[src/rtl/photo_booth_pkg.sv]
// Shared types and defaults for the photo-booth frame-buffer datapath.
// Pixel format, image geometry defaults and the streamer FSM state encoding.
package photo_booth_pkg;

    localparam int IMG_WIDTH_DEF  = 320;
    localparam int IMG_HEIGHT_DEF = 240;
    localparam int ADDR_W_DEF     = 17;

    typedef struct packed {
        logic [4:0] r;
        logic [5:0] g;
        logic [4:0] b;
    } rgb565_t;

    typedef enum logic [1:0] {
        S_IDLE,
        S_READ,
        S_DRAIN,
        S_DONE
    } fsm_state_t;

endpackage

[src/rtl/frame_buffer_streamer_read_latency_pipe.sv]
// Delay line matching the BRAM read latency; MSB of each entry is the valid bit.
// Reports whether any read is still travelling so the streamer knows when it may finish.
module read_latency_pipe
    import photo_booth_pkg::*;
#(
    parameter int DEPTH = 1,
    parameter int W     = 18
) (
    input  logic         clk,
    input  logic         reset,
    input  logic [W-1:0] in_i,
    output logic [W-1:0] out_o,
    output logic         any_valid_o
);

    logic [W-1:0] stage_q [DEPTH];

    always_ff @(posedge clk or posedge reset) begin
        if (reset) begin
            for (int i = 0; i < DEPTH; i++) begin
                stage_q[i] <= '0;
            end
        end else begin
            stage_q[0] <= in_i;
            for (int i = 1; i < DEPTH; i++) begin
                stage_q[i] <= stage_q[i-1];
            end
        end
    end

    always_comb begin
        any_valid_o = 1'b0;
        for (int i = 0; i < DEPTH; i++) begin
            any_valid_o = any_valid_o | stage_q[i][W-1];
        end
    end

    assign out_o = stage_q[DEPTH-1];

endmodule

[src/rtl/frame_buffer_streamer.sv]
// Replays a stored RGB565 frame from a synchronous-read BRAM in raster order
// as the we/wAddr/wData pixel stream consumed by the image filters.
module frame_buffer_streamer
    import photo_booth_pkg::*;
#(
    parameter int IMG_WIDTH  = IMG_WIDTH_DEF,
    parameter int IMG_HEIGHT = IMG_HEIGHT_DEF,
    parameter int ADDR_W     = ADDR_W_DEF,
    parameter int RD_LATENCY = 1,
    parameter int GAP_CYCLES = 0
) (
    input  logic              clk,
    input  logic              reset,
    input  logic              start,
    input  logic              stall,
    output logic              busy,
    output logic              done,
    output logic              re,
    output logic [ADDR_W-1:0] rAddr,
    input  logic [15:0]       rData,
    output logic              we_out,
    output logic [ADDR_W-1:0] wAddr_out,
    output logic [15:0]       wData_out
);

    localparam int NPIX = IMG_WIDTH * IMG_HEIGHT;
    localparam logic [ADDR_W-1:0] LAST_ADDR = ADDR_W'(NPIX - 1);
    localparam int GW = (GAP_CYCLES > 0) ? $clog2(GAP_CYCLES + 1) : 1;
    localparam logic [GW-1:0] GAP_LOAD = GW'(GAP_CYCLES);

    fsm_state_t        state_q, state_d;
    logic [ADDR_W-1:0] rd_cnt_q, rd_cnt_d;
    logic [GW-1:0]     gap_q, gap_d;
    logic              re_q, re_d;
    logic [ADDR_W-1:0] rAddr_q, rAddr_d;
    logic              busy_q, busy_d;
    logic              done_q, done_d;
    logic              we_q, we_d;
    logic [ADDR_W-1:0] wAddr_q, wAddr_d;
    rgb565_t           wData_q, wData_d;

    logic              issue;
    logic [ADDR_W:0]   tail;
    logic              pipe_any;

    read_latency_pipe #(
        .DEPTH (RD_LATENCY),
        .W     (ADDR_W + 1)
    ) u_pipe (
        .clk         (clk),
        .reset       (reset),
        .in_i        ({re_q, rAddr_q}),
        .out_o       (tail),
        .any_valid_o (pipe_any)
    );

    always_comb begin
        state_d  = state_q;
        rd_cnt_d = rd_cnt_q;
        gap_d    = (gap_q != '0) ? gap_q - 1'b1 : gap_q;
        re_d     = 1'b0;
        rAddr_d  = rAddr_q;
        busy_d   = busy_q;
        done_d   = 1'b0;
        issue    = 1'b0;

        unique case (state_q)
            S_IDLE: begin
                if (start) begin
                    state_d = S_READ;
                    busy_d  = 1'b1;
                    issue   = !stall && (gap_q == '0);
                end
            end
            S_READ: begin
                issue = !stall && (gap_q == '0);
            end
            S_DRAIN: begin
                // re_q is the read launched last cycle, not yet in the delay line
                if (!re_q && !pipe_any) begin
                    state_d = S_DONE;
                    done_d  = 1'b1;
                    busy_d  = 1'b0;
                    gap_d   = '0;
                end
            end
            S_DONE: begin
                state_d = S_IDLE;
            end
            default: begin
                state_d = S_IDLE;
            end
        endcase

        if (issue) begin
            re_d    = 1'b1;
            rAddr_d = rd_cnt_q;
            gap_d   = GAP_LOAD;
            if (rd_cnt_q == LAST_ADDR) begin
                state_d  = S_DRAIN;
                rd_cnt_d = '0;
            end else begin
                rd_cnt_d = rd_cnt_q + 1'b1;
            end
        end

        we_d    = tail[ADDR_W];
        wAddr_d = tail[ADDR_W] ? tail[ADDR_W-1:0] : wAddr_q;
        wData_d = tail[ADDR_W] ? rgb565_t'(rData) : wData_q;
    end

    always_ff @(posedge clk or posedge reset) begin
        if (reset) begin
            state_q  <= S_IDLE;
            rd_cnt_q <= '0;
            gap_q    <= '0;
            re_q     <= 1'b0;
            rAddr_q  <= '0;
            busy_q   <= 1'b0;
            done_q   <= 1'b0;
            we_q     <= 1'b0;
            wAddr_q  <= '0;
            wData_q  <= '0;
        end else begin
            state_q  <= state_d;
            rd_cnt_q <= rd_cnt_d;
            gap_q    <= gap_d;
            re_q     <= re_d;
            rAddr_q  <= rAddr_d;
            busy_q   <= busy_d;
            done_q   <= done_d;
            we_q     <= we_d;
            wAddr_q  <= wAddr_d;
            wData_q  <= wData_d;
        end
    end

    assign busy      = busy_q;
    assign done      = done_q;
    assign re        = re_q;
    assign rAddr     = rAddr_q;
    assign we_out    = we_q;
    assign wAddr_out = wAddr_q;
    assign wData_out = wData_q;

endmodule
[config.mk]
export PLATFORM = sky130hd
export DESIGN_NAME = frame_buffer_streamer
export DESIGN_NICKNAME = d
export VERILOG_FILES = /design/src/rtl/photo_booth_pkg.sv /design/src/rtl/frame_buffer_streamer_read_latency_pipe.sv /design/src/rtl/frame_buffer_streamer.sv
export SDC_FILE = /design/constraint.sdc
export NUM_CORES = 1
export LEC_CHECK = 0
export ABC_AREA = 1
export BUFFER_PORTS_ARGS = -buffer_cell sky130_fd_sc_hd__buf_4
export CORE_UTILIZATION = 30
export DETAILED_ROUTE_END_ITERATION = 7
export PLACE_DENSITY = 0.49
export SLEW_MARGIN = 10
export SYNTH_ARGS = -nofsm -noshare
export SYNTH_HDL_FRONTEND = slang
export SYNTH_SLANG_ARGS = --single-unit
[constraint.sdc]
create_clock -name clk -period 2.99 [get_ports clk]
set_input_delay 0.598 -clock clk [delete_from_list [all_inputs] [get_ports clk]]
set_output_delay 0.598 -clock clk [all_outputs]
set_load 0.005 [all_outputs]
======== Word-level counts from Yosys, hierarchy flattened ========
Cells that the tools add are included.
word-level totals
  output and inout port bits .............. 54
  register bits ........................... 92
  logic and storage cells ................. 48
cells by class
  muxes and demuxes ....................... 18
  reductions and logical operators ........ 8
  bitwise logic cells ..................... 1
  $add $sub $neg .......................... 2
  eq/ne operators ......................... 6
operators with widths
  kind                                            number
  adder 17 x 1 -> 17 bit (second input constant)  1
  == test 17 bit (second input constant)          1
  2-to-1 mux 17 bit                               1
  2-to-1 mux 1 bit                                10
  2-to-1 mux 2 bit                                4
  one-hot mux 2 bit (3 select lines)              1
  == test 2 bit (second input constant)           2
  != test 2 bit (second input constant)           2
  one-hot mux 1 bit (2 select lines)              2
  logical NOT 1 bit                               3
  AND reduction 3 bit                             1
  == test 2 x 1 -> 1 bit (second input constant)  1
  logical AND 1 bit                               2
  logical NOT 2 bit                               1
  nonzero test 2 bit                              1
  inverter 1 bit                                  1
  subtractor 1 bit (second input constant)        1

======== Longest topological paths before layout ========
Gate-level depths: netlist (run 1).
  depth after elaboration ................. 6
  gate-level depth with buffers ........... 10
  mapped depth without buffers ............ 10

======== Modules after synthesis ========
A second synthesis (run 1) with hierarchy kept.
unflattened totals
  cells, all modules ...................... 320
  area, all modules ....................... 3,584.7 um2
modules (own cells, without submodules)
  module                 area an instance (um2)  times used  sequential area each (um2)  cells an instance
  frame_buffer_streamer  3,123.0                 1           1,826.8                     300
  read_latency_pipe      461.7                   1           450.4                       20

======== Least setup slack after synthesis (run 1) ========
Ideal clock, no wire load.
  kind .................................... input port to flip-flop
  start point ............................. in start
  end point ............................... reg rAddr_q[10], in the netlist rAddr[10]
  data arrival time ....................... 1,262 ps
  data required time ...................... 2,860 ps
  path buffers ............................ 2
  setup slack ............................. 1,598 ps
  stages on the path ...................... 7
  library setup time ...................... 130 ps
  path through ............................ inv_1 nand2_2 nand3_4 buf_6 buf_2 nand2_1 o21ai_0
between the ends
  cells in the longest elaborated chain, start to end .. 2
ends and longest elaborated chain
  item                                line                          source
  start: declaration                  frame_buffer_streamer.sv:14   input logic start,
  2-to-1 mux 1 bit                    frame_buffer_streamer.sv:69   if (start) begin
  one-hot mux 1 bit (2 select lines)  frame_buffer_streamer.sv:67   unique case (state_q)
  end signal: assignment              frame_buffer_streamer.sv:129  rAddr_q <= rAddr_d;
  end: declaration                    frame_buffer_streamer.sv:35   logic [ADDR_W-1:0] rAddr_q, rAddr_d;
No other way between the ends.
A chain may end at the register's enable or synchronous reset.

======== Worst setup path after layout (run 1) ========
  start point ............................. reg state_q[1]
  end point ............................... reg rd_cnt_q[10]
between the ends
  cells in the longest elaborated chain, start to end .. 2
  elaborated cells between the ends (all ways) .. 3
  those cells by class .................... eq/ne (1); mux (1); reduce/logical (1)
ends and longest elaborated chain
  item                                                                line                          source
  start: declaration                                                  frame_buffer_streamer.sv:31   fsm_state_t state_q, state_d;
  start signal: assignment                                            frame_buffer_streamer.sv:125  state_q <= state_d;
  == test 2 x 1 -> 1 bit / logical NOT 2 bit (equally long branches)  frame_buffer_streamer.sv:67
  one-hot mux 1 bit (2 select lines) (*)                              frame_buffer_streamer.sv:67
  end signal: assignment                                              frame_buffer_streamer.sv:126  rd_cnt_q <= rd_cnt_d;
  end: declaration                                                    frame_buffer_streamer.sv:32   logic [ADDR_W-1:0] rd_cnt_q, rd_cnt_d;
Every way passes the cells marked *; elsewhere a longest branch is shown, timed or not.

==> results by group, run 1 <==
Outcome
  – Status: finished clean

Worst setup path
  – Crit path cell chain: inv_1, nand3_4, buf_4, nor2_2, nand3_1, nand2_1, nor2_1
  – Worst R2R Path Depth: 7
  – CP peak stage delay: 400 ps
  – Crit. End Element: flip-flop
  – CP Max Fanout: 22
  – WS Path Type: flip-flop to flip-flop
  – Worst Path Buf+Inv: 2
  – CP Data Arrival Time: 1770 ps
  – CP Launch Type: flip-flop
  – Reg2reg end: rd_cnt_q[10]$_DFFE_PP0P_
  – Reg2Reg Launch Point: state_q[1]$_DFF_PP0_
  – Critical path data required time: 3220 ps
  – Slowest cell on crit path: dfrtp_1
  – Reg2Reg Setup Slack: 1450 ps
  – Critical path's top delay family: simple AND/OR/NAND/NOR gates

Finish
  – Share of layout cells above drive strength 1: 35.00%
  – Non-Filler Instances: 543
  – Syn-to-layout area delta: 27.69%
  – Most frequent cells in the layout: dfrtp_1, nand2_1, buf_4, mux2_2, nor2_1
  – Fillers: 1082
  – Diodes inserted: 0
  – Fin nets: 416
  – Final core utilization: 39.60%
  – Most common cell after layout, fill and taps aside: dfrtp_1

Power and ir drop
  – Seq pwr share: 49.1%
  – Pwr Density: 727.1 nW/µm²
  – VDD IR-drop max: 0.3753 mV
  – Leak pwr: 2.204 nW
  – Clock Power Share: 32.4%
  – Pwr Total: 3.302 mW
  – Int Pwr: 2.370 mW
  – Logic pwr share: 18.5%
  – Net Sw Power: 0.9319 mW
  – Net Sw Frac: 28.23%

Clock network
  – CTS tree: done
  – CTS resizes: 0
  – CTS root buf: clkbuf_16
  – Hold Buf Count CTS: 0
  – Clock Latency Late Sink: 350 ps
  – Clock sinks: 91
  – Clock buffer count from CTS: 9
  – Buffers from clock root to sink, at most: 2
  – Reg clk slew, reported paths: 70 ps
  – Setup bufs post-CTS: 0
  – H-tree Lvls: 3

Logic synthesis
  – Mapped Nets: 339
  – Total number of yosys warnings: 0
  – Area fraction of the dominant cell type after synthesis: 64.04%
  – Synth area leader: dfrtp_1
  – Average size of a mapped cell: 11.18 µm²
  – Area contributors post-synth: dfrtp_1, mux2_2, nand2_1
  – Gate Count Post-Synth: 318
  – Unique masters post-synth: 24
  – Register bit total from synthesis: 91
  – Synth Cell Area: 3556 µm²
  – Seq/Total Area, Yosys: 64.04%

Detailed routing
  – Vias: 2354
  – Antenna Nets Post-Route: 0
  – DRC violations left: 0
  – Per-cell routed wire length: 12.47 µm
  – Final WL: 6773 µm
  – Initial DRT Pass Iterations: 4
  – Via-to-Cell Ratio: 4.335
  – Initial DRC Count: 95

STA
  – Setup Total Neg Slack: 0 ps
  – Worst-margin pin slew: 659.0 ps
  – Slew Viols, Final: 0
  – Final hold violations: 0
  – Layout Skew: 8.287 ps
  – Minimum clock period: 1538 ps
  – Fmax: 0.6502 GHz
  – Max transition margin: 56.07%
  – Setup ws final: 1452 ps
  – Final period util: 51.44%
  – Unrepaired setup endpoints after global routing: false
  – Final setup violation count: 0

Floorplanning
  – Std-Cell Rows: 39
  – Core Footprint: 11470 µm²
  – Die height: 110.9 µm
  – IO Pins: 74
  – Die Footprint: 12290 µm²
  – Die Width: 110.9 µm
  – Initial Utilization: 31.01%

Placement
  – Dpl cells: 527
  – Pre-CTS setup slack: 1161 ps
  – Post-DP HPWL: 4750 µm
  – I/O Buffers: 73
  – GPL Wtd Cong: 0.8029

GRT
  – First-pass GRT wire length: 11940 µm
  – Gr ovfl total: 0
  – Largest net degree at the start of global routing: 53
  – Vias in the first global route: 2390
  – Global Route Usage Sum: 12.30%
  – Initial antenna violation count: 0

Flow run
  – Max-cap check violation count: 0

Min path
  – Min-Delay Path Class: primary input to asynchronous set/reset pin
[cells in the mapped netlist (all sizes together)]
master and number:
mux2 33, inv 30, o21ai 18, nand2 78
xnor2 1, dfrtp 91, a21oi 1, o32ai 1
ha 1, nand4 3, nor3 1, clkbuf 1
nand3 12, buf 9, xor2 5, nor2 33
[power groups by stage]
stage	Clock [mW]	Sequential (mW)	Combinational (mW)
global placement	0	1.64	0.620
detailed placement	0	1.65	0.625
floorplan	0	1.62	0.329
CTS	1.11	1.63	0.626
global route	1.16	1.65	0.695
finish	1.07	1.62	0.611
[per-stage QoR]
step / cell area, µm² / hold WS [ps]
final: 4541 / 345.5
after global routing: 4541 / 407.4
after CTS: 4541 / 375.7
after detailed placement: 4257 / 390.3
after global placement: 4257 / 396.0
after floorplan: 3556 / 348.7
[worst max path at each step]
| stage | end | start | depth (start not counted) |
|---|---|---|---|
| after floorplan | busy$_DFFE_PP0P_ | reset | 1 |
| after global placement | rd_cnt_q[10]$_DFFE_PP0P_ | start | 9 |
| after detailed placement | rd_cnt_q[10]$_DFFE_PP0P_ | start | 9 |
| after CTS | rd_cnt_q[9]$_DFFE_PP0P_ | rd_cnt_q[0]$_DFFE_PP0P_ | 8 |
| after global routing | rd_cnt_q[10]$_DFFE_PP0P_ | state_q[1]$_DFF_PP0_ | 8 |
| final | rd_cnt_q[10]$_DFFE_PP0P_ | state_q[1]$_DFF_PP0_ | 7 |
[layout make-up]
| class | instances | area [µm²] | area share, % |
|---|---|---|---|
| multi-input combinational | 187 | 1102 | 24.28 |
| sequential | 91 | 2277 | 50.15 |
| inverter | 30 | 115.1 | 2.535 |
| tap | 143 | 178.9 | 3.940 |
| clock inverter | 7 | 58.81 | 1.295 |
| timing repair buffer | 76 | 583.1 | 12.84 |
| clock buffer | 9 | 225.2 | 4.960 |
[registers in the layout, indices dropped and copies added, names as in the netlist]
name / count
u_pipe.out_o: 18
wData_out: 16
done: 1
wAddr_out: 17
state_q: 2
we_out: 1
rd_cnt_q: 17
re: 1
rAddr: 17
busy: 1
[per-layer routing]
metal  up-vias  share of wire (%)  GRT usage (%)
met3         9                3.5          2.788
li1       1174                  -              -
met4         0                2.3          6.933
met2        41                 48          19.05
met1      1130                 47          15.88
met5         -                  0              0
[kinds of logic (layout without fill, tap and decap cells)]
family / count (synthesis) / in the layout / synth area share [%]
buffers and inverters: 40 / 122 / 4.961
DFF: 91 / 91 / 64.04
xor gates and xnor gates: 6 / 6 / 1.478
muxes: 33 / 33 / 10.45
AOI/OAI and AO/OA: 20 / 20 / 2.920
adders and majority gates: 1 / 1 / 0.3518
and+or+nand+nor: 127 / 127 / 15.80
No activity file was read; power rests on OpenSTA's default activity.
==> run 2, diff against run 1 <==
--- a/config.mk
+++ b/config.mk
@@ -5,11 +5,11 @@
 export SDC_FILE = /design/constraint.sdc
 export NUM_CORES = 1
 export LEC_CHECK = 0
-export ABC_AREA = 1
+export ABC_AREA = 0
 export BUFFER_PORTS_ARGS = -buffer_cell sky130_fd_sc_hd__buf_4
 export CORE_UTILIZATION = 30
 export DETAILED_ROUTE_END_ITERATION = 7
-export PLACE_DENSITY = 0.49
+export PLACE_DENSITY = 0.47
 export SLEW_MARGIN = 10
 export SYNTH_ARGS = -nofsm -noshare
 export SYNTH_HDL_FRONTEND = slang
==> constraint.sdc (replaced) <==
create_clock -name clk -period 1.5 [get_ports clk]
set_input_delay 0.3 -clock clk [delete_from_list [all_inputs] [get_ports clk]]
set_output_delay 0.3 -clock clk [all_outputs]
set_load 0.005 [all_outputs]
==> run 2 against run 1 <==
Net effect:
- the flow now finishes with violations (negative setup slack)
- clock skew is 1.1 ps higher
- sequential share of layout area is 3.9 points lower
- first-iteration DRC count is 25% lower
- global-route usage is 0.52 points higher
- design area is 8.4% higher
- via count is 2.2% lower
- highest routed layer unchanged
- synthesized area is 5.5% lower
- clock power is 45% higher
==> results by group, run 2 <==
Clock network
  – Reg clk slew, reported paths: 100 ps (was 70 ps)
  – H-tree Lvls: 3 (unchanged)
  – Clock sinks: 91 (unchanged)
  – CTS root buf: clkbuf_8 (was clkbuf_16)
  – Buffers from clock root to sink, at most: 2 (unchanged)
  – CTS tree: done (unchanged)
  – Clock buffer count from CTS: 9 (unchanged)
  – Clock Latency Late Sink: 360 ps (was 350 ps)

Min path
  – Min-Delay Path Class: primary input to flip-flop (was primary input to asynchronous set/reset pin)

Logic synthesis
  – Area contributors post-synth: dfrtp_1, mux2_2, xnor2_1 (was dfrtp_1, mux2_2, nand2_1)
  – Count leader, synth: dfrtp_1 (unchanged)
  – Synth area leader: dfrtp_1 (unchanged)
  – Gate Count Post-Synth: 231 (was 318)
  – Asr flop ratio synth: 100.0% (unchanged)
  – Register bit total from synthesis: 91 (unchanged)
  – Synth Cell Area: 3362 µm² (was 3556 µm²)
  – Seq/Total Area, Yosys: 67.73% (was 64.04%)
  – Average size of a mapped cell: 14.55 µm² (was 11.18 µm²)
  – Most instantiated cells after synthesis: dfrtp_1, mux2_2, nor2_1, xnor2_1 (was dfrtp_1, nand2_1, mux2_2, inv_1, nor2_1)
  – Mapped Nets: 252 (was 339)
  – Unique masters post-synth: 27 (was 24)
  – Post-synth EDFFs: 0 (unchanged)
  – Total number of yosys warnings: 0 (unchanged)
  – Post-synth top flop: dfrtp_1 (unchanged)
  – Area fraction of the dominant cell type after synthesis: 67.73% (was 64.04%)

STA
  – Worst-margin pin slew: 382.5 ps (was 659.0 ps)
  – Setup ws final: -147.0 ps (was 1452 ps)
  – Setup Total Neg Slack: -1926 ps (was 0 ps)
  – Slew Viols, Final: 0 (unchanged)
  – Final period util: 109.8% (was 51.44%)
  – Minimum clock period: 1647 ps (was 1538 ps)
  – Final hold violations: 0 (unchanged)
  – Max transition margin: 74.27% (was 56.07%)
  – Final setup violation count: 29 (was 0)
  – Layout Skew: 9.367 ps (was 8.287 ps)
  – Fmax: 0.6072 GHz (was 0.6502 GHz)
  – Unrepaired setup endpoints after global routing: true (was false)

Worst setup path
  – Slowest cell on crit path: or4_4 (was dfrtp_1)
  – Crit path cell chain: o21bai_4, or4_4, or3_4, a21oi_2 (was inv_1, nand3_4, buf_4, nor2_2, nand3_1, nand2_1, nor2_1)
  – WS Path Type: flip-flop to flip-flop (unchanged)
  – CP Launch Type: flip-flop (unchanged)
  – CP Data Arrival Time: 1930 ps (was 1770 ps)
  – CP peak stage delay: 540 ps (was 400 ps)
  – Critical path's top delay family: simple AND/OR/NAND/NOR gates (unchanged)
  – CP Max Fanout: 5 (was 22)
  – Worst Path Buf+Inv: 0 (was 2)
  – Critical path data required time: 1780 ps (was 3220 ps)
  – Crit. End Element: flip-flop (unchanged)

Finish
  – Diodes inserted: 0 (unchanged)
  – Final core utilization: 45.20% (was 39.60%)
  – Max FFs per register: 18 (unchanged)
  – Storage element area: 2277 µm² (unchanged)
  – Most frequent cells in the layout: buf_4, dfrtp_1, mux2_2, mux2_4 (was dfrtp_1, nand2_1, buf_4, mux2_2, nor2_1)
  – Most common cell after layout, fill and taps aside: buf_4 (was dfrtp_1)
  – Fin nets: 380 (was 416)
  – Fillers: 969 (was 1082)
  – Share of layout cells above drive strength 1: 59.89% (was 35.00%)
  – Syn-to-layout area delta: 46.37% (was 27.69%)
  – Fin area: 4921 µm² (was 4541 µm²)
  – Area of the multi-input gates: 1270 µm² (was 1102 µm²)

Detailed routing
  – Via-to-Cell Ratio: 4.567 (was 4.335)
  – Final WL: 6979 µm (was 6773 µm)
  – DRC violations left: 0 (unchanged)
  – Antenna Nets Post-Route: 0 (unchanged)
  – Vias: 2302 (was 2354)
  – Initial DRC Count: 71 (was 95)
  – Initial DRT Pass Iterations: 4 (unchanged)
  – Per-cell routed wire length: 13.85 µm (was 12.47 µm)

Floorplanning
  – Die Width: 107.9 µm (was 110.9 µm)
  – Die Footprint: 11630 µm² (was 12290 µm²)
  – Std-Cell Rows: 38 (was 39)
  – IO Pins: 74 (unchanged)
  – Core Footprint: 10890 µm² (was 11470 µm²)
  – Initial Utilization: 30.88% (was 31.01%)
  – Die height: 107.9 µm (was 110.9 µm)

GRT
  – Vias in the first global route: 2287 (was 2390)
  – First-pass GRT wire length: 11260 µm (was 11940 µm)
  – Most used routing layer: met2 (unchanged)
  – Largest net degree at the start of global routing: 45 (was 53)
  – Gr ovfl total: 0 (unchanged)
  – Met3 GRT Util: 3.814% (was 2.788%)
  – Grt met2 use: 19.96% (was 19.05%)
  – Met1 usage: 16.71% (was 15.88%)
  – Initial antenna violation count: 0 (unchanged)
  – Global Route Usage Sum: 12.82% (was 12.30%)

Outcome
  – Status: complete, but fails checks (was finished clean)
  – Failing checks: negative setup slack

Power and ir drop
  – Pwr Density: 1219 nW/µm² (was 727.1 nW/µm²)
  – Leak pwr: 2.366 nW (was 2.204 nW)
  – VDD IR-drop max: 0.5980 mV (was 0.3753 mV)

Flow run
  – Max-cap check violation count: 0 (unchanged)

Placement
  – Pre-CTS setup slack: -156.7 ps (was 1161 ps)
  – GPL Wtd Cong: 0.7674 (was 0.8029)
  – I/O Buffers: 73 (unchanged)
  – Post-DP HPWL: 4796 µm (was 4750 µm)
  – Placed cell area: 4399 µm² (was 4257 µm²)
## run 2: repair_timing
action | CTS | global route
hold buffers | 1 | 0
setup buffers | 2 | 8
pin swaps | 2 | 11
endpoints found under the setup margin | 17 | 34
resized for setup | 11 | 43
cloned | 0 | 1
hold endpoints to repair | 13 | 0
## run 2: power breakdown
part | internal [mW] | switching (mW) | total (mW)
Sequential | 2.86 | 0.271 | 3.14
Combinational | 0.859 | 0.456 | 1.31
Clock | 0.628 | 0.918 | 1.55
Total | 4.35 | 1.65 | 6.00
## run 2: logic make-up after synthesis
group	count (synthesis)	share of synthesized area, %
AO/OA/AOI/OAI	17	2.866
XOR/XNOR	10	2.605
adder cells (fa/ha/maj)	1	0.3721
buffers and inverters	13	1.637
flip-flops	91	67.73
multiplexers	50	16.75
AND/OR/NAND/NOR	49	8.038
## run 2: path summary, 6_finish.rpt
path / to / from / slack, ps / cells past startpoint
setup / recovery: rd_cnt_q[11]$_DFFE_PP0P_ / state_q[1]$_DFF_PP0_ / -150 / 4
hold / removal: wData_out[1]$_DFFE_PP0P_ / rData[1] / 170 / 2
setup reg to reg: rd_cnt_q[11]$_DFFE_PP0P_ / state_q[1]$_DFF_PP0_ / -150 / 4
hold reg to reg: u_pipe.out_o[10]$_DFF_PP0_ / rAddr[10]$_DFFE_PP0P_ / 400 / 0
max in group asynchronous: u_pipe.out_o[6]$_DFF_PP0_ / reset / 480 / 4
min in group asynchronous: u_pipe.out_o[4]$_DFF_PP0_ / reset / 480 / 3
## run 2: final cells by class
type                       count  share of cell area [%]
timing repair buffer         126                   20.21
sequential                    91                   46.28
inverter                       4                  0.3814
clock buffer                   9                   2.517
multi-input combinational    127                   25.81
clock inverter                 7                   1.246
tap                          140                   3.560
## run 2: metrics by stage
| step | hold slack, ps | instances | power, mW |
|---|---|---|---|
| floorplan | 351.9 | 231 | 3.588 |
| CTS | 153.5 | 495 | 5.922 |
| finish | 171.2 | 504 | 5.996 |
| global placement | 302.9 | 476 | 4.306 |
| detailed placement | 306.0 | 476 | 4.327 |
| global route | 145.1 | 504 | 6.362 |
## run 2: per-layer routing
layer / up-vias / routed length (µm)
met5: - / 0
met1: 1160 / 3234
li1: 1077 / -
met3: 6 / 323
met4: 0 / 105
met2: 59 / 3316
==> run 3, diff against run 2 <==
--- a/config.mk
+++ b/config.mk
@@ -10,6 +10,7 @@
 export CORE_UTILIZATION = 30
 export DETAILED_ROUTE_END_ITERATION = 7
 export PLACE_DENSITY = 0.47
+export RECOVER_POWER = 50
 export SLEW_MARGIN = 10
 export SYNTH_ARGS = -nofsm -noshare
 export SYNTH_HDL_FRONTEND = slang
==> run 3 against run 2 <==
Net effect:
- the flow still finishes with violations (negative setup slack)
- wire length down 0.24%
- critical path type unchanged
- register-to-register slack about the same
- total power down 0.12%
==> results by group, run 3 (same netlist as run 2, synthesis figures left out) <==
Worst setup path
  – Crit. End Element: flip-flop (unchanged)
  – CP Launch Type: flip-flop (unchanged)
  – Crit path to: rd_cnt_q[11]$_DFFE_PP0P_ (unchanged)
  – WS Path Type: flip-flop to flip-flop (unchanged)
  – Worst R2R Path Depth: 4 (unchanged)
  – CP Data Arrival Time: 1930 ps (about the same)
  – Crit path from: state_q[1]$_DFF_PP0_ (unchanged)
  – CP Max Fanout: 5 (unchanged)
  – Reg2Reg Setup Slack: -150 ps (about the same)
  – Reg2reg end: rd_cnt_q[11]$_DFFE_PP0P_ (unchanged)
  – Critical path data required time: 1780 ps (about the same)
  – Reg2Reg Launch Point: state_q[1]$_DFF_PP0_ (unchanged)

Clock network
  – H-tree Lvls: 3 (unchanged)
  – Buffers from clock root to sink, at most: 2 (unchanged)
  – Clock sinks: 91 (unchanged)
  – Reg clk slew, reported paths: 100 ps (about the same)
  – CTS root buf: clkbuf_8 (unchanged)
  – Clock buffer count from CTS: 9 (unchanged)
  – Clock Latency Late Sink: 350 ps (was 360 ps)
  – CTS tree: done (unchanged)

STA
  – Max transition margin: 55.03% (was 74.27%)
  – Minimum clock period: 1646 ps (was 1647 ps)
  – Final period util: 109.7% (was 109.8%)
  – Final setup violation count: 29 (unchanged)
  – Slew Viols, Final: 0 (unchanged)
  – Unrepaired setup endpoints after global routing: true (unchanged)
  – Fmax: 0.6075 GHz (was 0.6072 GHz)
  – Layout Skew: 8.040 ps (was 9.367 ps)
  – Hold slack final: 173.0 ps (was 171.2 ps)
  – Final hold violations: 0 (unchanged)
  – Setup ws final: -146.0 ps (was -147.0 ps)
  – Worst-margin pin slew: 670.9 ps (was 382.5 ps)

Floorplanning
  – Die height: 107.9 µm (unchanged)
  – Die Width: 107.9 µm (unchanged)
  – Std-Cell Rows: 38 (unchanged)
  – Core Footprint: 10890 µm² (unchanged)
  – Die Footprint: 11630 µm² (unchanged)
  – Initial Utilization: 30.88% (unchanged)
  – IO Pins: 74 (unchanged)

Finish
  – Max FFs per register: 18 (unchanged)
  – Non-Filler Instances: 504 (unchanged)
  – Storage element area: 2277 µm² (unchanged)
  – Most common cell after layout, fill and taps aside: buf_4 (unchanged)
  – Final core utilization: 45.05% (was 45.20%)
  – Fin area: 4905 µm² (was 4921 µm²)
  – Most frequent cells in the layout: buf_4, dfrtp_1, mux2_2, mux2_4, buf_6 (was buf_4, dfrtp_1, mux2_2, mux2_4)
  – Fillers: 973 (was 969)
  – Fin nets: 380 (unchanged)
  – Area of the multi-input gates: 1270 µm² (unchanged)
  – Syn-to-layout area delta: 45.89% (was 46.37%)
  – Share of layout cells above drive strength 1: 59.89% (unchanged)
  – Diodes inserted: 0 (unchanged)

Detailed routing
  – Final WL: 6962 µm (was 6979 µm)
  – Via-to-Cell Ratio: 4.563 (was 4.567)
  – Antenna Nets Post-Route: 0 (unchanged)
  – Vias: 2300 (was 2302)
  – DRC violations left: 0 (unchanged)
  – Initial DRC Count: 67 (was 71)
  – Initial DRT Pass Iterations: 4 (unchanged)
  – Per-cell routed wire length: 13.81 µm (was 13.85 µm)

GRT
  – Largest net degree at the start of global routing: 45 (unchanged)
  – First-pass GRT wire length: 11260 µm (unchanged)
  – Global Route Usage Sum: 12.82% (unchanged)
  – Vias in the first global route: 2287 (unchanged)
  – Gr ovfl total: 0 (unchanged)
  – Initial antenna violation count: 0 (unchanged)

Power and ir drop
  – VDD IR-drop max: 0.5973 mV (was 0.5980 mV)
  – Leak pwr: 2.361 nW (was 2.366 nW)
  – Pwr Density: 1221 nW/µm² (was 1219 nW/µm²)
  – Pwr Total: 5.989 mW (was 5.996 mW)

Min path
  – Min-Delay Path Class: primary input to flip-flop (unchanged)

Outcome
  – Status: complete, but fails checks (unchanged)
  – Failing checks: negative setup slack (unchanged)

Placement
  – Placed cell area: 4399 µm² (unchanged)
  – Post-DP HPWL: 4796 µm (unchanged)
  – I/O Buffers: 73 (unchanged)
  – GPL Wtd Cong: 0.7674 (unchanged)
  – Dpl cells: 476 (unchanged)

Flow run
  – Max-cap check violation count: 0 (unchanged)
-- run 3: cell count changes in the layout (fill, tap and decap cells not counted), sizes merged --
cell	change
buf	-5
clkbuf	+5
-- run 3: what timing repair did --
| item | 4_1_cts | 5_1_grt |
|---|---|---|
| hold endpoints to repair | 13 | 0 |
| setup endpoints to repair | 17 | 34 |
| setup buffers | 2 | 8 |
| gates cloned | 0 | 1 |
| hold buffers | 1 | 0 |
| resized for setup | 11 | 43 |
| pin swaps | 2 | 11 |
-- run 3: routing by layer --
layer	up-vias	global-route usage, %	wire length [µm]
met4	0	4.990	73
met2	61	19.96	3348
met3	4	3.814	305
met5	-	0	0
met1	1159	16.71	3235
li1	1076	-	-
-- run 3: critical path: stages, from the launching register on --
cell      delay [ps]
dfrtp_1          380
o21bai_4         200
or4_4            540
or3_4            340
a21oi_2          120
-- run 3: final cells by class --
cell class / instances / area share [%]
clock buffers: 9 / 2.526
clock inverters: 7 / 1.250
inverters: 4 / 0.3316
multi-input cells: 127 / 25.89
flip-flops and latches: 91 / 46.43
well taps: 140 / 3.571
repair buffers: 126 / 20.00
-- run 3: worst min path at each step --
stage	from	end	slack [ps]	cells past startpoint
2_1_floorplan	u_pipe.out_o[17]$_DFF_PP0_	we_out$_DFF_PP0_	350	0
5_1_grt	rData[1]	wData_out[1]$_DFFE_PP0P_	150	2
6_report	rData[1]	wData_out[1]$_DFFE_PP0P_	170	2
3_5_place_dp	reset	wData_out[13]$_DFFE_PP0P_	310	2
4_1_cts	rData[1]	wData_out[1]$_DFFE_PP0P_	150	2
3_3_place_gp	reset	wData_out[13]$_DFFE_PP0P_	300	2
-- run 3: report_power, final --
group,switching [mW],internal [mW]
registers,0.271,2.86
logic,0.454,0.854
clock network,0.918,0.628
-- run 3: stage by stage --
stage | setup TNS (ps) | worst slack, ps
floorplan | -135.6 | -34.36
global placement | -1260 | -137.7
detailed placement | -1185 | -156.7
CTS | -963.5 | -125.2
global route | -5590 | -186.9
finish | -1876 | -146.0
